===== config.mk =====
export PLATFORM = sky130hd
export DESIGN_NAME = mem_wb_stage_flat
export DESIGN_NICKNAME = d
export VERILOG_FILES = /design/src/rtl/mem_wb_stage_if.sv /design/src/rtl/mem_wb_stage.sv /design/src/flat_wrapper.sv
export SDC_FILE = /design/constraint.sdc
export NUM_CORES = 1
export LEC_CHECK = 0
export CORE_ASPECT_RATIO = 0.6
export CORE_MARGIN = 5
export CORE_UTILIZATION = 41
export CTS_CLUSTER_DIAMETER = 120
export DETAILED_ROUTE_END_ITERATION = 8
export GPL_TIMING_DRIVEN = 0
export PLACE_DENSITY = 0.62
export SLEW_MARGIN = 20
export SYNTH_ARGS = -nofsm -noshare
export SYNTH_HDL_FRONTEND = slang
export SYNTH_SLANG_ARGS = --single-unit

===== constraint.sdc =====
create_clock -name clk -period 2.7 [get_ports clk]
set_clock_uncertainty 0.05 [all_clocks]
set_input_delay 0.54 -clock clk [delete_from_list [all_inputs] [get_ports clk]]
set_output_delay 0.54 -clock clk [all_outputs]
set_load 0.01 [all_outputs]

===== src/rtl/mem_wb_stage_if.sv =====
// EX <-> MEM/WB bundle: EX-stage control and operands in, forwarding selects,
// the load-use stall and the register-file write port out.
interface mem_wb_stage_if;
    logic [2:0] ex_rd;
    logic       ex_reg_write;
    logic       ex_mem_read;
    logic       ex_mem_write;
    logic [7:0] ex_store_data;
    logic [2:0] ex_rs1;
    logic [2:0] ex_rs2;
    logic       ex_rs2_used;
    logic       ex_flush;
    logic [7:0] mem_alu_result;
    logic [1:0] forward_a;
    logic [1:0] forward_b;
    logic [7:0] alu_result_mem;
    logic [7:0] write_data_wb;
    logic [2:0] wb_rd;
    logic       wb_reg_write;
    logic       load_use_stall;

    modport master (
        output ex_rd, ex_reg_write, ex_mem_read, ex_mem_write, ex_store_data,
               ex_rs1, ex_rs2, ex_rs2_used, ex_flush, mem_alu_result,
        input  forward_a, forward_b, alu_result_mem, write_data_wb,
               wb_rd, wb_reg_write, load_use_stall
    );

    modport slave (
        input  ex_rd, ex_reg_write, ex_mem_read, ex_mem_write, ex_store_data,
               ex_rs1, ex_rs2, ex_rs2_used, ex_flush, mem_alu_result,
        output forward_a, forward_b, alu_result_mem, write_data_wb,
               wb_rd, wb_reg_write, load_use_stall
    );
endinterface


===== src/rtl/mem_wb_stage.sv =====
// MEM/WB pipeline stage: data RAM, MEM/WB latches, forwarding and load-use stall.
// Define MEMWB_FORWARD_EN for operand forwarding; otherwise every RAW hazard stalls.
module mem_wb_stage #(
    parameter int unsigned ADDR_W = 5
) (
    input  logic         clk,
    input  logic         reset,
    mem_wb_stage_if.slave bus
);
    logic [2:0] mem_rd_q, mem_rd_d;
    logic       mem_reg_write_q, mem_reg_write_d;
    logic       mem_mem_read_q, mem_mem_read_d;
    logic       mem_mem_write_q, mem_mem_write_d;
    logic [7:0] mem_store_data_q, mem_store_data_d;
    logic [2:0] wb_rd_q, wb_rd_d;
    logic       wb_reg_write_q, wb_reg_write_d;
    logic       wb_is_load_q, wb_is_load_d;
    logic [7:0] wb_alu_q, wb_alu_d;
    logic [7:0] ram_rdata_q;
    logic [7:0] ram [0:(1 << ADDR_W) - 1];

    logic              stall;
    logic              bubble;
    logic [ADDR_W-1:0] addr;
    logic              mem_hit_rs1, mem_hit_rs2, wb_hit_rs1, wb_hit_rs2;

    assign addr = bus.mem_alu_result[ADDR_W-1:0];

    // rd = 0 is the hardwired zero register and never counts as a hazard
    always_comb begin
        mem_hit_rs1 = (mem_rd_q != 3'd0) && (mem_rd_q == bus.ex_rs1);
        mem_hit_rs2 = (mem_rd_q != 3'd0) && (mem_rd_q == bus.ex_rs2) && bus.ex_rs2_used;
        wb_hit_rs1  = (wb_rd_q != 3'd0) && (wb_rd_q == bus.ex_rs1);
        wb_hit_rs2  = (wb_rd_q != 3'd0) && (wb_rd_q == bus.ex_rs2) && bus.ex_rs2_used;
    end

    always_comb begin
        bus.forward_a = 2'b00;
        bus.forward_b = 2'b00;
`ifdef MEMWB_FORWARD_EN
        if (mem_reg_write_q && !mem_mem_read_q && mem_hit_rs1)
            bus.forward_a = 2'b10;
        else if (wb_reg_write_q && wb_hit_rs1)
            bus.forward_a = 2'b01;
        if (mem_reg_write_q && !mem_mem_read_q && mem_hit_rs2)
            bus.forward_b = 2'b10;
        else if (wb_reg_write_q && wb_hit_rs2)
            bus.forward_b = 2'b01;
        stall = mem_mem_read_q && mem_reg_write_q && (mem_hit_rs1 || mem_hit_rs2);
`else
        stall = (mem_reg_write_q && (mem_hit_rs1 || mem_hit_rs2)) ||
                (wb_reg_write_q && (wb_hit_rs1 || wb_hit_rs2));
`endif
    end

    assign bubble = bus.ex_flush || stall;

    always_comb begin
        mem_rd_d         = bus.ex_rd;
        mem_store_data_d = bus.ex_store_data;
        mem_reg_write_d  = bus.ex_reg_write && !bubble;
        mem_mem_read_d   = bus.ex_mem_read && !bubble;
        mem_mem_write_d  = bus.ex_mem_write && !bubble;
        wb_rd_d          = mem_rd_q;
        wb_reg_write_d   = mem_reg_write_q;
        wb_is_load_d     = mem_mem_read_q;
        wb_alu_d         = bus.mem_alu_result;
    end

    always_ff @(posedge clk or posedge reset) begin
        if (reset) begin
            mem_rd_q         <= '0;
            mem_reg_write_q  <= 1'b0;
            mem_mem_read_q   <= 1'b0;
            mem_mem_write_q  <= 1'b0;
            mem_store_data_q <= '0;
            wb_rd_q          <= '0;
            wb_reg_write_q   <= 1'b0;
            wb_is_load_q     <= 1'b0;
            wb_alu_q         <= '0;
        end else begin
            mem_rd_q         <= mem_rd_d;
            mem_reg_write_q  <= mem_reg_write_d;
            mem_mem_read_q   <= mem_mem_read_d;
            mem_mem_write_q  <= mem_mem_write_d;
            mem_store_data_q <= mem_store_data_d;
            wb_rd_q          <= wb_rd_d;
            wb_reg_write_q   <= wb_reg_write_d;
            wb_is_load_q     <= wb_is_load_d;
            wb_alu_q         <= wb_alu_d;
        end
    end

    // Data RAM has no reset; a write wins over a (disallowed) simultaneous read
    always_ff @(posedge clk) begin
        if (mem_mem_write_q)
            ram[addr] <= mem_store_data_q;
        else if (mem_mem_read_q)
            ram_rdata_q <= ram[addr];
    end

    assign bus.alu_result_mem = bus.mem_alu_result;
    assign bus.write_data_wb  = wb_is_load_q ? ram_rdata_q : wb_alu_q;
    assign bus.wb_rd          = wb_rd_q;
    assign bus.wb_reg_write   = wb_reg_write_q;
    assign bus.load_use_stall = stall;
endmodule


===== src/flat_wrapper.sv =====
// flat-port wrapper written by rule: the top's interface ports become plain ports
module mem_wb_stage_flat 
#(
    parameter int unsigned ADDR_W = 5
)
  (clk, reset, bus_ex_rd, bus_ex_reg_write, bus_ex_mem_read, bus_ex_mem_write, bus_ex_store_data, bus_ex_rs1, bus_ex_rs2, bus_ex_rs2_used, bus_ex_flush, bus_mem_alu_result, bus_forward_a, bus_forward_b, bus_alu_result_mem, bus_write_data_wb, bus_wb_rd, bus_wb_reg_write, bus_load_use_stall);
  mem_wb_stage_if bus_i ();
  input  logic clk;
  input  logic reset;
  input wire logic [$bits(bus_i.ex_rd)-1:0] bus_ex_rd;
  input wire logic [$bits(bus_i.ex_reg_write)-1:0] bus_ex_reg_write;
  input wire logic [$bits(bus_i.ex_mem_read)-1:0] bus_ex_mem_read;
  input wire logic [$bits(bus_i.ex_mem_write)-1:0] bus_ex_mem_write;
  input wire logic [$bits(bus_i.ex_store_data)-1:0] bus_ex_store_data;
  input wire logic [$bits(bus_i.ex_rs1)-1:0] bus_ex_rs1;
  input wire logic [$bits(bus_i.ex_rs2)-1:0] bus_ex_rs2;
  input wire logic [$bits(bus_i.ex_rs2_used)-1:0] bus_ex_rs2_used;
  input wire logic [$bits(bus_i.ex_flush)-1:0] bus_ex_flush;
  input wire logic [$bits(bus_i.mem_alu_result)-1:0] bus_mem_alu_result;
  output wire logic [$bits(bus_i.forward_a)-1:0] bus_forward_a;
  output wire logic [$bits(bus_i.forward_b)-1:0] bus_forward_b;
  output wire logic [$bits(bus_i.alu_result_mem)-1:0] bus_alu_result_mem;
  output wire logic [$bits(bus_i.write_data_wb)-1:0] bus_write_data_wb;
  output wire logic [$bits(bus_i.wb_rd)-1:0] bus_wb_rd;
  output wire logic [$bits(bus_i.wb_reg_write)-1:0] bus_wb_reg_write;
  output wire logic [$bits(bus_i.load_use_stall)-1:0] bus_load_use_stall;
  assign bus_i.ex_rd = bus_ex_rd;
  assign bus_i.ex_reg_write = bus_ex_reg_write;
  assign bus_i.ex_mem_read = bus_ex_mem_read;
  assign bus_i.ex_mem_write = bus_ex_mem_write;
  assign bus_i.ex_store_data = bus_ex_store_data;
  assign bus_i.ex_rs1 = bus_ex_rs1;
  assign bus_i.ex_rs2 = bus_ex_rs2;
  assign bus_i.ex_rs2_used = bus_ex_rs2_used;
  assign bus_i.ex_flush = bus_ex_flush;
  assign bus_i.mem_alu_result = bus_mem_alu_result;
  assign bus_forward_a = bus_i.forward_a;
  assign bus_forward_b = bus_i.forward_b;
  assign bus_alu_result_mem = bus_i.alu_result_mem;
  assign bus_write_data_wb = bus_i.write_data_wb;
  assign bus_wb_rd = bus_i.wb_rd;
  assign bus_wb_reg_write = bus_i.wb_reg_write;
  assign bus_load_use_stall = bus_i.load_use_stall;
  mem_wb_stage #(.ADDR_W(ADDR_W)) u_core (.clk(clk), .reset(reset), .bus(bus_i));
endmodule

==> summary.md, run 1 <==
| Metric | Value |
|---|---|
| Avg Cell Area, Syn | `21.3 µm²` |
| Vias in the first global route | `5,563` |
| Sequential element share of the synthesized area | `0.773` |
| Die area | `0.0307 mm²` |
| Total Power | `8.94 mW` |
| Top cells by count, synth | `edfxtp_1 (264), mux4_2 (64), nor2_1 (36)` |
| Reg clk slew, reported paths | `70 ps` |
| VDD IR max | `443 µV` |
| Synth Warn # | `0` |
| Post-Synth Simple-Gate Area | `0.0337` |
| Top-count cell post-synth | `edfxtp_1` |
| First-pass GRT wire length | `39.1 mm` |
| Reg2Reg Depth | `3` |
| Critical path type | `in -> reg` |
| Hold path depth | `0` |
| Largest net degree at the start of global routing | `33` |
| Rows | `46` |
| Max Cap Viol | `0` |
| Slew Limit Fails | `0` |
| Initial Utilization | `0.419` |
| CTS root buffer | `clkbuf_16` |
| Area grow syn2layout | `18.1%` |
| Post-synth top area share | `0.712` |
| # diodes | `0` |
| Relative slew slack | `0.260` |
| Largest family of logic cells by synthesized area | `multiplexers` |
| Via count | `5,599` |
| Fmax | `379 MHz` |
| Initial antenna violation count | `0` |
| Synth Area in Adders | `0` |
| CP Cell Sequence | `clkdlybuf4s50_1, buf_6, buf_12, buf_12, or3b_1, clkbuf_1, nor2_2` |
| Pwr dens | `680 mW/mm²` |
| Yosys top cell by area | `edfxtp_1` |
| Hold WC Path Type | `reg -> reg` |
| Slowest stage delay, CP | `540 ps` |
| Initial DRT Pass Iterations | `5` |
| Most common cell on crit path | `buf_12` |
| Worst-Skew Late Latency | `520 ps` |
| Multi-input gate area | `0.00249 mm²` |
| DIE WIDTH | `223 µm` |
| Drt wl/cell | `27.7 µm` |
| Post-Synth XOR/XNOR Area | `0.00944` |
| WL final | `27.4 mm` |
| Leading post-synthesis cells by cell area | `edfxtp_1 (71%), mux4_2 (13%), dfrtp_1 (6.1%)` |
| Tmin final | `2640 ps` |
| Post-Synthesis Cell Area | `0.0111 mm²` |
| Via density | `5.67` |
| Worst EP arrival | `2740 ps` |
| Unique cell type count in the Yosys netlist | `31` |
| CP max stage cell | `nor2_2` |
| Number of H-tree levels | `1` |
| Buffers on Ports | `52` |
| DP Area | `0.0121 mm²` |
| Period utilisation layout | `0.976` |
| RSZ-0062 raised after global routing | `false` |
| Hold Fails Final Rpt | `0` |
| Outcome | `finished clean` |
| Worst-margin pin slew | `1110 ps` |
| Post-Syn Instances | `522` |
| GRT Total Usage | `0.177` |
| CTS buffer count | `25` |
| Max Fanout on Critical Path | `10` |
| Fin area | `0.0131 mm²` |
| Setup TNS | `0 ps` |
| Fill count | `2,155` |
| Initial DRC count | `707` |
| CP required | `2810 ps` |
| CTS tree | `done` |
| Crit end category | `flop` |
| DRC | `0` |
| GR Overflow Total | `0` |
| Flops & latches, synth | `291` |
| Compound-cell area share of the yosys netlist | `0.0238` |
| IO Pins | `57` |
| Core box area | `0.0266 mm²` |
| P_leak | `4.09 nW` |
| Register area | `0.00861 mm²` |
| Share of layout cells above drive strength 1 | `0.299` |
| Critical Path Source Type | `primary input` |
| Clk sinks | `291` |
| Hold Slack | `323 ps` |
| Setup-failing EPs final | `0` |
| Final ANT Viol Nets | `0` |
| Most used flip-flop cell after synthesis | `edfxtp_1` |
| Placer Congestion | `0.884` |
| Asr flop ratio synth | `0.0928` |
| Max Root-Sink Buffers | `3` |
| Die Span Y | `138 µm` |
| EDFF count, synth | `264` |
| DP HPWL | `18.1 mm` |
| Cts hold-fix bufs | `0` |
| Mux contribution to synthesized area | `0.138` |
| Nets | `643` |
==> repair_timing <==
action	CTS	global route
resized for setup	40	25
pin swaps	3	0
endpoints found under the setup margin	270	94
buffers inserted	6	2
==> worst max-delay path, delay by kind of cell <==
family	cells	cell delay [ps]
buf+inv	5	1270
simple gates	2	900
==> power by group <==
group | total, mW | switching [mW] | internal [mW]
logic | 0.518 | 0.274 | 0.244
clock network | 3.37 | 1.58 | 1.80
registers | 5.05 | 0.0887 | 4.96
total | 8.94 | 1.94 | 7.00
==> worst paths after layout <==
path | from | to | slack (ps)
worst min register to register | u_core.mem_mem_read_q | u_core.wb_is_load_q | 320
min in group asynchronous | reset | u_core.mem_store_data_q[1] | 350
worst max-delay path | bus_mem_alu_result[0] | u_core.ram[20][7] | 60
worst min-delay path | u_core.mem_mem_read_q | u_core.wb_is_load_q | 320
max in group asynchronous | reset | u_core.mem_store_data_q[7] | 1830
worst max register to register | u_core.mem_mem_write_q | u_core.ram[20][7] | 530
==> registers in the layout, indices dropped and copies added (netlist names) <==
| register | count |
|---|---|
| u_core.wb_is_load_q | 1 |
| u_core.mem_reg_write_q | 1 |
| u_core.bus.wb_reg_write | 1 |
| u_core.mem_rd_q | 3 |
| u_core.bus.wb_rd | 3 |
| u_core.wb_alu_q | 8 |
| u_core.ram_rdata_q | 8 |
| u_core.mem_store_data_q | 8 |
| u_core.mem_mem_read_q | 1 |
| u_core.ram | 256 |
| u_core.mem_mem_write_q | 1 |
==> layout by cell type, fill, tap and decap left out, types with 12 or more instances in the layout <==
cell | netlist | routed
nor2_2 | 0 | 15
nor2_4 | 0 | 18
a22oi_1 | 32 | 31
buf_4 | 14 | 21
clkbuf_16 | 0 | 25
xnor2_1 | 12 | 12
clkdlybuf4s50_1 | 0 | 51
mux4_2 | 64 | 64
dfrtp_1 | 27 | 20
edfxtp_1 | 264 | 264
==> per-layer routing <==
metal / wire [µm] / part of all wire / global-route usage / vias to the layer above
li1: - / - / - / 2318
met1: 12900 / 0.47 / 0.285 / 2983
met2: 11500 / 0.42 / 0.243 / 270
met3: 2680 / 0.098 / 0.0511 / 28
met4: 331 / 0.012 / 0.0258 / 0
met5: 0 / 0 / 0 / -
==> per-stage QoR <==
step | instances | utilization | setup slack (ps)
6_report | 988 | 0.494 | 64.1
5_1_grt | 988 | 0.494 | 17.9
4_1_cts | 986 | 0.490 | -241
3_5_place_dp | 937 | 0.456 | -1010
3_3_place_gp | 937 | 0.456 | -893
2_1_floorplan | 525 | - | 436
==> cells by family after synthesis <==
| kind of cell | count (synthesis) |
|---|---|
| DFF | 291 |
| and+or+nand+nor | 73 |
| muxes | 72 |
| buffers and inverters | 37 |
| AOI/OAI and AO/OA | 36 |
| xor gates and xnor gates | 12 |
| other | 1 |
==> cell type report <==
type                       count  share of cell area
clock inverter                14             0.00742
multi-input combinational    197               0.190
clock buffer                  30              0.0490
inverter                       1            0.000286
buffer                        35              0.0191
tap                          360              0.0343
timing repair buffer          60              0.0450
sequential                   291               0.655
Power figures use the tool's default switching activity.
==> run 2, diff against run 1 <==
--- a/config.mk
+++ b/config.mk
@@ -11,7 +11,6 @@
 export CTS_CLUSTER_DIAMETER = 120
 export DETAILED_ROUTE_END_ITERATION = 8
 export GPL_TIMING_DRIVEN = 0
-export PLACE_DENSITY = 0.62
 export SLEW_MARGIN = 20
 export SYNTH_ARGS = -nofsm -noshare
 export SYNTH_HDL_FRONTEND = slang
==> summary.md, run 2 (synthesis gave the netlist of run 1 again) <==
| Metric | Value |
|---|---|
| Outcome | `complete, but fails checks` |
| Violated checks | `negative setup slack` |
| Share of layout cells above drive strength 1 | `0.304` |
| Rows | `46` |
| Period utilisation layout | `1.00` |
| Initial antenna violation count | `0` |
| Largest reg by FF count | `u_core.ram` |
| Placer Congestion | `0.889` |
| Vias in the first global route | `5,662` |
| Tmin final | `2700 ps` |
| Clk sinks | `291` |
| Commonest non-fill, non-tap cell in the layout | `edfxtp_1` |
| Fmax | `370 MHz` |
| Hold Slack | `331 ps` |
| R2R Path End | `u_core.ram[28][4]` |
| Final ANT Viol Nets | `0` |
| Reg2Reg Depth | `3` |
| CTS buffer count | `26` |
| Clk pwr share | `0.389` |
| Largest net degree at the start of global routing | `33` |
| Initial Utilization | `0.419` |
| Relative slew slack | `0.401` |
| Area grow syn2layout | `18.8%` |
| WL final | `27.5 mm` |
| RR Startpoint | `u_core.mem_mem_write_q` |
| Initial DRC count | `758` |
| GR Overflow Total | `0` |
| DIE WIDTH | `223 µm` |
| DRC | `0` |
| Internal Pwr Total | `7.16 mW` |
| Max Root-Sink Buffers | `3` |
| Max Fanout on Critical Path | `10` |
| Slew Limit Fails | `0` |
| Worst-margin pin slew | `898 ps` |
| First-pass GRT wire length | `39.7 mm` |
| Critical path type | `in -> reg` |
| P_leak | `4.13 nW` |
| VDD IR max | `549 µV` |
| CTS root buffer | `clkbuf_16` |
| Switching pwr | `1.95 mW` |
| DP HPWL | `18.5 mm` |
| Final worst slack | `-1.19 ps` |
| CTS tree | `done` |
| Worst EP arrival | `2830 ps` |
| Max reg flops | `256` |
| Max Cap Viol | `0` |
| Core box area | `0.0266 mm²` |
| Reg clk slew, reported paths | `70 ps` |
| IO Pins | `57` |
| Crit end category | `flop` |
| Dpl ws | `-1040 ps` |
| Worst-Skew Late Latency | `550 ps` |
| Number of H-tree levels | `1` |
| CP required | `2830 ps` |
| Hold Fails Final Rpt | `0` |
| Die Span Y | `138 µm` |
| GRT Total Usage | `0.180` |
| Reg-to-reg setup timing slack | `510 ps` |
| Comb power frac | `0.057` |
| Cts hold-fix bufs | `0` |
| # diodes | `0` |
| Via count | `5,666` |
| Sequential Power Share | `0.554` |
| Drt wl/cell | `27.7 µm` |
| Sw frac | `0.214` |
| Die area | `0.0307 mm²` |
| Via density | `5.72` |
| Most frequent cells in the layout | `edfxtp_1 (264), mux4_2 (64), clkdlybuf4s50_1 (50), a22oi_1 (30), clkbuf_16 (26)` |
| RSZ-0062 raised after global routing | `true` |
| Buffers on Ports | `52` |
| Setup-failing EPs final | `2` |
| Nets | `645` |
| Hold WC Path Type | `in -> async` |
| Initial DRT Pass Iterations | `5` |
| Critical Path Source Type | `primary input` |
| Pwr dens | `689 mW/mm²` |
==> run 2: cell count changes in the layout (fill, tap and decap cells not counted), moves of 2 or more <==
cell,change
clkinvlp_4,-3
buf_2,+2
nor2_4,+3
nor2_2,-4
clkinv_2,+2
clkbuf_4,-2
==> run 2: per-stage QoR <==
stage          total power, mW  cells  TNS (ps)  area, µm²   util
3_3_place_gp              5.62    937   -199960      12100  0.456
4_1_cts                   9.14    987    -19070      13100  0.493
3_5_place_dp              5.64    937   -218070      12100  0.456
5_1_grt                   9.39    991     -1480      13200  0.497
6_report                  9.11    991     -2.26      13200  0.497
2_1_floorplan             5.37    525         0      11100      -
==> run 2: worst max-delay path by stage <==
stage                                startpoint                 to  depth (start not counted)
final                     bus_mem_alu_result[0]  u_core.ram[28][4]                          7
after global routing      bus_mem_alu_result[0]  u_core.ram[12][1]                          7
after CTS                 bus_mem_alu_result[1]   u_core.ram[1][3]                          5
after detailed placement  bus_mem_alu_result[1]   u_core.ram[3][7]                          5
after global placement    bus_mem_alu_result[1]  u_core.ram[23][0]                          5
after floorplan           bus_mem_alu_result[0]  u_core.ram[12][0]                          6
==> run 2: routing by layer <==
metal,up-vias,track usage,part of all wire
met1,3052,0.278,0.45
met3,34,0.0667,0.11
met2,260,0.251,0.43
li1,2320,-,-
met5,-,0,0
met4,0,0.0221,0.013
==> run 2: cell type report <==
| cell class | instances | area (µm²) |
|---|---|---|
| fill | 2154 | 13400 |
| sequential | 291 | 8610 |
| multi-input combinational | 197 | 2520 |
| clock buffer | 31 | 669 |
| timing repair buffer | 61 | 598 |
| tap | 360 | 450 |
| buffer | 35 | 246 |
| clock inverter | 15 | 126 |
| inverter | 1 | 3.75 |
==> run 2: critical path, cell delays in order <==
cell	delay, ps
clkdlybuf4s50_1	470
buf_6	160
buf_12	150
buf_12	170
or3b_1	370
clkbuf_1	390
nor2_2	560
==> run 2: power groups by stage <==
stage | registers (mW) | clock network (mW) | logic (mW)
2_1_floorplan | 5.10 | 0 | 0.273
3_3_place_gp | 5.14 | 0 | 0.484
3_5_place_dp | 5.15 | 0 | 0.491
4_1_cts | 5.05 | 3.58 | 0.506
5_1_grt | 5.06 | 3.79 | 0.546
6_report | 5.05 | 3.55 | 0.517
==> run 2: timing repair <==
action / in CTS / in global routing
pin swaps: 3 / 0
buffers inserted: 5 / 4
gates cloned: 0 / 0
endpoints found under the setup margin: 268 / 169
gates resized for setup: 46 / 21
==> run 3, diff against run 2 <==
--- a/config.mk
+++ b/config.mk
@@ -6,7 +6,7 @@
 export NUM_CORES = 1
 export LEC_CHECK = 0
 export CORE_ASPECT_RATIO = 0.6
-export CORE_MARGIN = 5
+export CORE_MARGIN = 2
 export CORE_UTILIZATION = 41
 export CTS_CLUSTER_DIAMETER = 120
 export DETAILED_ROUTE_END_ITERATION = 8
==> summary.md, run 3 (synthesis gave the netlist of run 1 again) <==
| Metric | Value |
|---|---|
| Max Cap Viol | `0` |
| GR Overflow Total | `0` |
| CP Cell Sequence | `clkdlybuf4s50_1, buf_6, buf_12, buf_12, or3b_1, clkbuf_1, nor2_2` |
| Critical path type | `in -> reg` |
| GRT Total Usage | `0.191` |
| Max Fanout on Critical Path | `10` |
| Slowest stage delay, CP | `550 ps` |
| Fill count | `2,111` |
| VDD IR max | `526 µV` |
| Initial Utilization | `0.420` |
| Placer Congestion | `0.902` |
| DP HPWL | `17.9 mm` |
| Crit end category | `flop` |
| Total Power | `9.26 mW` |
| Initial antenna violation count | `0` |
| Fmax | `376 MHz` |
| Critical Path Source Type | `primary input` |
| Via count | `5,566` |
| Hold Fails Final Rpt | `0` |
| Initial DRT Pass Iterations | `5` |
| CTS root buffer | `clkbuf_16` |
| Drt wl/cell | `27.2 µm` |
| P_leak | `4.16 nW` |
| Die Span Y | `132 µm` |
| Nets | `646` |
| Most frequent cells in the layout | `edfxtp_1 (264), mux4_2 (64), clkdlybuf4s50_1 (50), a22oi_1 (32), clkbuf_16 (27)` |
| Slew Limit Fails | `0` |
| Max Root-Sink Buffers | `3` |
| Core box area | `0.0265 mm²` |
| Pwr dens | `698 mW/mm²` |
| Outcome | `finished clean` |
| DIE WIDTH | `217 µm` |
| Period utilisation layout | `0.985` |
| Multi-input gate area | `0.00250 mm²` |
| First-pass GRT wire length | `38.3 mm` |
| Setup TNS | `0 ps` |
| Buffers on Ports | `52` |
| Die area | `0.0285 mm²` |
| Final ANT Viol Nets | `0` |
| IO Pins | `57` |
| Share of layout cells above drive strength 1 | `0.312` |
| Area grow syn2layout | `19.1%` |
| Crit path max-delay family | `buffers and inverters` |
| Hold Slack | `334 ps` |
| Initial DRC count | `664` |
| Final worst slack | `41.7 ps` |
| Most common cell on crit path | `buf_12` |
| WL final | `27.0 mm` |
| Rows | `46` |
| Worst-margin pin slew | `1170 ps` |
| CP required | `2830 ps` |
| Number of H-tree levels | `1` |
| DRC | `0` |
| Commonest non-fill, non-tap cell in the layout | `edfxtp_1` |
| Reg clk slew, reported paths | `60 ps` |
| Largest reg by FF count | `u_core.ram` |
| Hold path depth | `0` |
| Worst-Skew Late Latency | `540 ps` |
| Vias in the first global route | `5,471` |
| Via density | `5.62` |
| CTS tree | `done` |
| Buf+Inv Stages, Crit Path | `5` |
| Hold WC Path Type | `reg -> reg` |
| Dpl ws | `-1070 ps` |
| CP max stage cell | `nor2_2` |
| Largest net degree at the start of global routing | `33` |
| # diodes | `0` |
| CTS buffer count | `26` |
| DP Area | `0.0121 mm²` |
| Fin area | `0.0133 mm²` |
| RSZ-0062 raised after global routing | `true` |
| Tmin final | `2660 ps` |
| Register area | `0.00861 mm²` |
| Max reg flops | `256` |
| Relative slew slack | `0.213` |
| Reg2Reg Depth | `3` |
| Instance count on the critical path | `7` |
| Worst EP arrival | `2780 ps` |
| Setup-failing EPs final | `0` |
| Clk sinks | `291` |
==> run 3: final cells by class <==
class | instances | area share
multi-input combinational | 197 | 0.189
clock buffer | 31 | 0.0521
inverter | 1 | 0.000283
clock inverter | 14 | 0.0113
timing repair buffer | 62 | 0.0457
tap | 360 | 0.0340
sequential | 291 | 0.650
buffer | 35 | 0.0185
==> run 3: layer usage <==
metal / GRT usage / part of all wire / up-vias
met1: 0.312 / 0.47 / 2964
li1: - / - / 2323
met2: 0.256 / 0.42 / 241
met3: 0.0486 / 0.095 / 38
met5: 0 / 0 / -
met4: 0.0361 / 0.018 / 0
==> run 3: final timing paths <==
path,from,slack [ps],end
max,bus_mem_alu_result[0],40,u_core.ram[24][3]
min,u_core.mem_reg_write_q,330,u_core.bus.wb_reg_write
max reg2reg,u_core.mem_mem_write_q,470,u_core.ram[24][3]
min reg2reg,u_core.mem_reg_write_q,330,u_core.bus.wb_reg_write
max in group asynchronous,reset,1850,u_core.mem_store_data_q[1]
min in group asynchronous,reset,340,u_core.bus.wb_rd[1]
==> run 3: metrics by stage <==
stage	instances	utilization
final	991	0.500
after global routing	991	0.500
after CTS	988	0.495
after detailed placement	937	0.457
after global placement	937	0.457
after floorplan	525	-
==> run 3: power by group <==
part | total [mW] | switching [mW] | leakage (nW) | internal, mW
clock | 3.69 | 1.58 | 0.407 | 2.11
sequential | 5.05 | 0.0894 | 2.69 | 4.96
combinational | 0.516 | 0.272 | 1.06 | 0.244
==> run 3: timing repair <==
item,in CTS,in global routing
hold buffers,0,0
buffers inserted,7,3
endpoints found under the setup margin,262,157
resized for setup,40,26
pin swaps,4,0
